<file path="config.mk">
export PLATFORM = sky130hd
export DESIGN_NAME = serial_subtractor_flat
export DESIGN_NICKNAME = d
export VERILOG_FILES = /design/src/rtl/serial_subtractor_if.sv /design/src/rtl/serial_subtractor.sv /design/src/flat_wrapper.sv
export SDC_FILE = /design/constraint.sdc
export NUM_CORES = 1
export LEC_CHECK = 0
export ABC_CLOCK_PERIOD_IN_PS = 2800
export CORE_ASPECT_RATIO = 1.2
export CORE_MARGIN = 5
export CORE_UTILIZATION = 52
export DETAILED_ROUTE_END_ITERATION = 10
export PLACE_DENSITY = 0.87
export SETUP_SLACK_MARGIN = 0.2
export SYNTH_ARGS = -nofsm -noshare
export SYNTH_HDL_FRONTEND = slang
export SYNTH_SLANG_ARGS = --single-unit
</file>
<file path="constraint.sdc">
create_clock -name clk -period 2.8 [get_ports clk]
set_clock_uncertainty 0.1 [all_clocks]
set_input_delay 0.42 -clock clk [delete_from_list [all_inputs] [get_ports clk]]
set_output_delay 0.42 -clock clk [all_outputs]
set_load 0.01 [all_outputs]
</file>
<file path="src/rtl/serial_subtractor_if.sv">
// ---------------------------------------------------------------------------
// serial_subtractor_if
//   Handshake and operand/result bundle between the ALU control logic
//   (master) and the bit-serial subtractor (slave).
//
//   Signals:
//     start  master->slave  request, sampled only while the slave is idle/done
//     X      master->slave  minuend
//     Y      master->slave  subtrahend
//     Bin    master->slave  borrow-in
//     busy   slave->master  bits are being processed
//     done   slave->master  one-cycle pulse, Z/Bout (and V) valid
//     Z      slave->master  difference, held until the next completion
//     Bout   slave->master  borrow-out of the MSB
//     V      slave->master  signed overflow (only when SUB_OVERFLOW_EN is defined)
//
//   Build option: SUB_OVERFLOW_EN adds the V signal.
// ---------------------------------------------------------------------------
interface serial_subtractor_if #(
    parameter int WIDTH = 8
);
    logic             start;
    logic [WIDTH-1:0] X;
    logic [WIDTH-1:0] Y;
    logic             Bin;
    logic             busy;
    logic             done;
    logic [WIDTH-1:0] Z;
    logic             Bout;
`ifdef SUB_OVERFLOW_EN
    logic             V;
`endif

    modport master (
        output start,
        output X,
        output Y,
        output Bin,
        input  busy,
        input  done,
        input  Z,
`ifdef SUB_OVERFLOW_EN
        input  V,
`endif
        input  Bout
    );

    modport slave (
        input  start,
        input  X,
        input  Y,
        input  Bin,
        output busy,
        output done,
        output Z,
`ifdef SUB_OVERFLOW_EN
        output V,
`endif
        output Bout
    );
endinterface

</file>
<file path="src/rtl/serial_subtractor.sv">
// ---------------------------------------------------------------------------
// serial_subtractor
//   Bit-serial WIDTH-bit subtractor, Z = X - Y - Bin (modulo 2^WIDTH),
//   computed LSB first, one bit per clock, with a single full-subtractor cell
//   and a borrow flip-flop. Low-area SUB path of the ALU.
//
//   Ports:
//     clk   rising-edge clock
//     rst   synchronous, active-high reset
//     bus   serial_subtractor_if.slave (start/X/Y/Bin in, busy/done/Z/Bout/V out)
//
//   Timing: start accepted at edge t0 (in IDLE or DONE); busy is high for the
//   WIDTH cycles after t0; done pulses for one cycle after edge t0+WIDTH.
//   A start during DONE reloads immediately (no IDLE gap).
//
//   Build option: SUB_OVERFLOW_EN adds the signed-overflow output V.
//
//   States:
//     S_IDLE  | waiting for start
//     S_SHIFT | one result bit produced per clock
//     S_DONE  | one-cycle completion; Z/Bout/V just updated
// ---------------------------------------------------------------------------
module serial_subtractor #(
    parameter int WIDTH = 8
) (
    input  logic              clk,
    input  logic              rst,
    serial_subtractor_if.slave bus
);

    localparam int CNT_W = (WIDTH > 1) ? $clog2(WIDTH) : 1;
    localparam logic [CNT_W-1:0] CNT_LAST = CNT_W'(WIDTH - 1);

    typedef enum logic [1:0] {
        S_IDLE  = 2'd0,
        S_SHIFT = 2'd1,
        S_DONE  = 2'd2
    } state_t;

    state_t           r_state;
    // The minuend register doubles as the result shift register: each cycle
    // the consumed LSB leaves at the bottom and the new difference bit enters
    // at the top, so after WIDTH shifts it holds the complete difference.
    logic [WIDTH-1:0] r_xs;
    logic [WIDTH-1:0] r_ys;
    logic             r_b;
    logic [CNT_W-1:0] r_cnt;
    logic             r_busy;
    logic             r_done;
    logic [WIDTH-1:0] r_z;
    logic             r_bout;
`ifdef SUB_OVERFLOW_EN
    logic             r_xmsb;
    logic             r_ymsb;
    logic             r_v;
`endif

    logic             w_x;
    logic             w_y;
    logic             w_d;
    logic             w_b_next;
    logic             w_accept;
    logic             w_last;
    logic [WIDTH-1:0] w_xs_next;

    // Full-subtractor cell
    assign w_x      = r_xs[0];
    assign w_y      = r_ys[0];
    assign w_d      = w_x ^ w_y ^ r_b;
    assign w_b_next = (~w_x & w_y) | (~(w_x ^ w_y) & r_b);

    assign w_xs_next = {w_d, r_xs[WIDTH-1:1]};
    assign w_last    = (r_cnt == CNT_LAST);
    assign w_accept  = bus.start && ((r_state == S_IDLE) || (r_state == S_DONE));

    always_ff @(posedge clk) begin
        if (rst) begin
            r_state <= S_IDLE;
            r_xs    <= '0;
            r_ys    <= '0;
            r_b     <= 1'b0;
            r_cnt   <= '0;
            r_busy  <= 1'b0;
            r_done  <= 1'b0;
            r_z     <= '0;
            r_bout  <= 1'b0;
`ifdef SUB_OVERFLOW_EN
            r_xmsb  <= 1'b0;
            r_ymsb  <= 1'b0;
            r_v     <= 1'b0;
`endif
        end else begin
            case (r_state)
                S_IDLE, S_DONE: begin
                    if (w_accept) begin
                        r_state <= S_SHIFT;
                        r_xs    <= bus.X;
                        r_ys    <= bus.Y;
                        r_b     <= bus.Bin;
                        r_cnt   <= '0;
                        r_busy  <= 1'b1;
                        r_done  <= 1'b0;
`ifdef SUB_OVERFLOW_EN
                        r_xmsb  <= bus.X[WIDTH-1];
                        r_ymsb  <= bus.Y[WIDTH-1];
`endif
                    end else begin
                        r_state <= S_IDLE;
                        r_busy  <= 1'b0;
                        r_done  <= 1'b0;
                    end
                end

                S_SHIFT: begin
                    r_xs <= w_xs_next;
                    r_ys <= {1'b0, r_ys[WIDTH-1:1]};
                    r_b  <= w_b_next;
                    if (w_last) begin
                        // Last bit: the MSB cell's outputs go straight into
                        // the result registers on this same edge.
                        r_state <= S_DONE;
                        r_cnt   <= '0;
                        r_busy  <= 1'b0;
                        r_done  <= 1'b1;
                        r_z     <= w_xs_next;
                        r_bout  <= w_b_next;
`ifdef SUB_OVERFLOW_EN
                        // w_d is the new Z MSB
                        r_v     <= (r_xmsb ^ r_ymsb) & (r_xmsb ^ w_d);
`endif
                    end else begin
                        r_cnt <= r_cnt + 1'b1;
                    end
                end

                default: begin
                    r_state <= S_IDLE;
                    r_busy  <= 1'b0;
                    r_done  <= 1'b0;
                end
            endcase
        end
    end

    assign bus.busy = r_busy;
    assign bus.done = r_done;
    assign bus.Z    = r_z;
    assign bus.Bout = r_bout;
`ifdef SUB_OVERFLOW_EN
    assign bus.V    = r_v;
`endif

endmodule
</file>
<file path="src/flat_wrapper.sv">
// flat-port wrapper written by rule: the top's interface ports become plain ports
module serial_subtractor_flat 
#(
    parameter int WIDTH = 8
)
  (clk, rst, bus_start, bus_X, bus_Y, bus_Bin, bus_busy, bus_done, bus_Z, bus_Bout);
  serial_subtractor_if #(.WIDTH(WIDTH)) bus_i ();
  input  logic clk;
  input  logic rst;
  input wire logic [$bits(bus_i.start)-1:0] bus_start;
  input wire logic [$bits(bus_i.X)-1:0] bus_X;
  input wire logic [$bits(bus_i.Y)-1:0] bus_Y;
  input wire logic [$bits(bus_i.Bin)-1:0] bus_Bin;
  output wire logic [$bits(bus_i.busy)-1:0] bus_busy;
  output wire logic [$bits(bus_i.done)-1:0] bus_done;
  output wire logic [$bits(bus_i.Z)-1:0] bus_Z;
  output wire logic [$bits(bus_i.Bout)-1:0] bus_Bout;
  assign bus_i.start = bus_start;
  assign bus_i.X = bus_X;
  assign bus_i.Y = bus_Y;
  assign bus_i.Bin = bus_Bin;
  assign bus_busy = bus_i.busy;
  assign bus_done = bus_i.done;
  assign bus_Z = bus_i.Z;
  assign bus_Bout = bus_i.Bout;
  serial_subtractor #(.WIDTH(WIDTH)) u_core (.clk(clk), .rst(rst), .bus(bus_i));
endmodule
</file>
==> results.yml <==
global_routing:
  globalRouteOverflowTotal: 0
  grt_max_degree: 39
  track_usage: 0.165
  grt_pass1_vias: 1151
  grt_first_pass_wirelength_mm: 4.83
  antenna_found_initial: 0
worst_setup_path:
  arrival_ps: 1360
  crit_chain: "clkdlybuf4s50_1"
  cp_slowest_stage_delay_ps: 580
  end_kind: "output port"
  crit_start: "u_core.r_state[0]$_SDFFE_PP0P_"
  worstReg2RegStart: "u_core.r_cnt[0]$_SDFFE_PP0P_"
  path_buf_inv: 1
  cp_max_fo: 8
  path_class: "reg2out"
  slowest_stage: "clkdlybuf4s50_1"
  worstPathRequired_ps: 2280
  worst_setup_path_start_kind: "register"
  cp_top_family: "buffers and inverters"
power_and_ir_drop:
  power_density_nw_per_um2: 591
  leakage_nw: 0.626
  power_frac_clock: 0.384
  combPwrFrac: 0.124
  swShare: 0.233
  peakVddDrop_mv: 0.495
  pwr-share-seq: 0.492
  p_switching_mw: 0.237
  internal_power_mw: 0.780
place:
  io_buffers: 30
  hpwlAfterDp_mm: 1.85
  globalplace.congestion: 0.758
synth:
  synth_area_um2: 1340
  ys_top_cells_by_count: "nand2_1, dfxtp_1, nor2_1"
  synth.distinct_cells: 23
  ys_ff_latch: 32
  yosysTopAreaCellShare: 0.478
  yosysTopAreaCell: "dfxtp_1"
  synth.most_common_cell: "nand2_1"
  synthArstFlopShare: 0
  synth_area_leaders: "dfxtp_1, nand2_1, a311oi_1, nor2_1, a21oi_1"
  synth_edf_count: 0
  synth_flop_cell: "dfxtp_1"
  syn_nets: 185
  yosysSeqAreaShare: 0.478
  synthesis.instances: 162
  synth.avg_cell_area_um2: 8.27
  yosysWarnings: 0
die:
  die_height_um: 65.6
  dieArea_um2: 3700
  coreArea_um2: 2500
  start_util: 0.535
  io_pins: 31
  rows: 20
  die_x_um: 56.3
clock_tree:
  cts.root.buffer_cell: "clkbuf_4"
  clk_latency_ps: 330
  hold_buffers: 0
  cts_resized: 0
  post-cts-setup-buffer-count: 0
  htreeDepth: 2
  cts_tree: "yes"
  clock_sinks: 32
  cts_made_buffers: 5
  path_clk_slew_ps: 100
  clk_path_buf_depth: 2
detailed_routing:
  wire_per_inst_um: 12.1
  vias_per_cell: 5.37
  first_iter_violations: 30
  drtPass1Iterations: 4
  dr_total_vias: 1192
  totalWireLength_mm: 2.68
  ant_nets: 0
  drc: 0
timing:
  slew_headroom: 0.503
  timing.hold.ws_ps: 356
  rsz0062_at_grt: "false"
  setup_tns_ps: 0
  fin_crit_sh: 0.671
  timing.fmax_mhz: 533
  finalHoldViolations: 0
  setup_viol: 0
  min_period_ps: 1880
  worst_pin_slew_ps: 746
  slew_violations: 0
worst_hold_path:
  hold_path.class: "reg2reg"
  min_from: "u_core.bus.Z[5]$_SDFFE_PP0P_"
layout:
  antenna_cells: 0
  nets: 211
  drive_gt1_frac: 0.0582
  area_delta_synth_final_pct: 28.5
run_status:
  outcome: "complete, no violations"
run:
  cap_violations: 0
-- kinds of logic after synthesis --
group,Yosys count,synth area share
AO/OA/AOI/OAI,32,0.171
AND/OR/NAND/NOR,79,0.254
flip-flops,32,0.478
buffers and inverters,16,0.0635
adder cells (fa/ha/maj),3,0.0336
-- worst paths after layout --
path              slack [ps]                      endpoint  cells past startpoint
setup / recovery         920                      bus_busy                      1
hold / removal           360  u_core.bus.Z[5]$_SDFFE_PP0P_                      2
setup reg to reg        1040  u_core.bus.Z[6]$_SDFFE_PP0P_                      5
hold reg to reg          360  u_core.bus.Z[5]$_SDFFE_PP0P_                      2
-- power groups by stage --
stage | logic [mW] | registers (mW) | clock network [mW]
floorplan | 0.0868 | 0.506 | 0
global placement | 0.121 | 0.510 | 0
detailed placement | 0.126 | 0.511 | 0
CTS | 0.126 | 0.500 | 0.396
global route | 0.144 | 0.504 | 0.425
finish | 0.126 | 0.500 | 0.390
-- routing by layer --
layer / global-route usage / vias up / routed length [um]
met2: 0.276 / 38 / 1310
met3: 0.0629 / 4 / 178
met1: 0.196 / 535 / 1170
met4: 0.0445 / 0 / 21
met5: 0 / - / 0
li1: - / 615 / -
-- sequential cells by signal, summed over array words and instances, names as in the netlist --
name             cells
u_core.bus.Z         8
u_core.r_b           1
u_core.bus.Bout      1
u_core.r_xs          8
u_core.r_state       2
u_core.bus.done      1
u_core.r_ys          8
u_core.r_cnt         3
-- tightest hold or removal path: stages (launching register included) --
cell     delay [ps]
dfxtp_1         320
nand2_1          50
a21oi_1          50
-- area by class of cell --
cell class	instances	area, um^2
fillers	206	781
flip-flops and latches	32	641
multi-input cells	114	614
repair buffers	33	323
clock buffers	7	65.1
well taps	33	41.3
clock inverters	1	30.0
inverters	2	7.51
-- placed cells by master, fill, tap and decap left out --
cell type / Yosys / final
a31oi_1: 2 / 2
nor4b_1: 1 / 1
clkbuf_8: 0 / 2
ha_1: 2 / 2
nor2b_1: 2 / 2
buf_4: 3 / 3
nand3_1: 11 / 11
bufinv_16: 0 / 1
fa_1: 1 / 1
nand2_1: 40 / 40
dfxtp_1: 32 / 32
nand2b_1: 2 / 2
a311oi_1: 16 / 16
nand3b_1: 1 / 1
clkdlybuf4s50_1: 0 / 30
nor3_1: 1 / 1
inv_1: 2 / 2
clkbuf_4: 0 / 5
a21oi_1: 12 / 12
nor4bb_1: 1 / 1
o21a_1: 1 / 1
a2bb2oi_1: 1 / 1
nor2_1: 19 / 19
nor3b_1: 1 / 1
-- through the flow --
step / instance area [um^2] / util / setup slack, ps / total power [mW] / cells
after global routing: 1720 / 0.688 / 807 / 1.07 / 222
after CTS: 1720 / 0.688 / 917 / 1.02 / 222
final: 1720 / 0.688 / 922 / 1.02 / 222
after detailed placement: 1630 / 0.650 / 809 / 0.636 / 214
after global placement: 1630 / 0.650 / 877 / 0.631 / 214
after floorplan: 1340 / - / 1350 / 0.593 / 162
(Power assumes the default switching activity.)
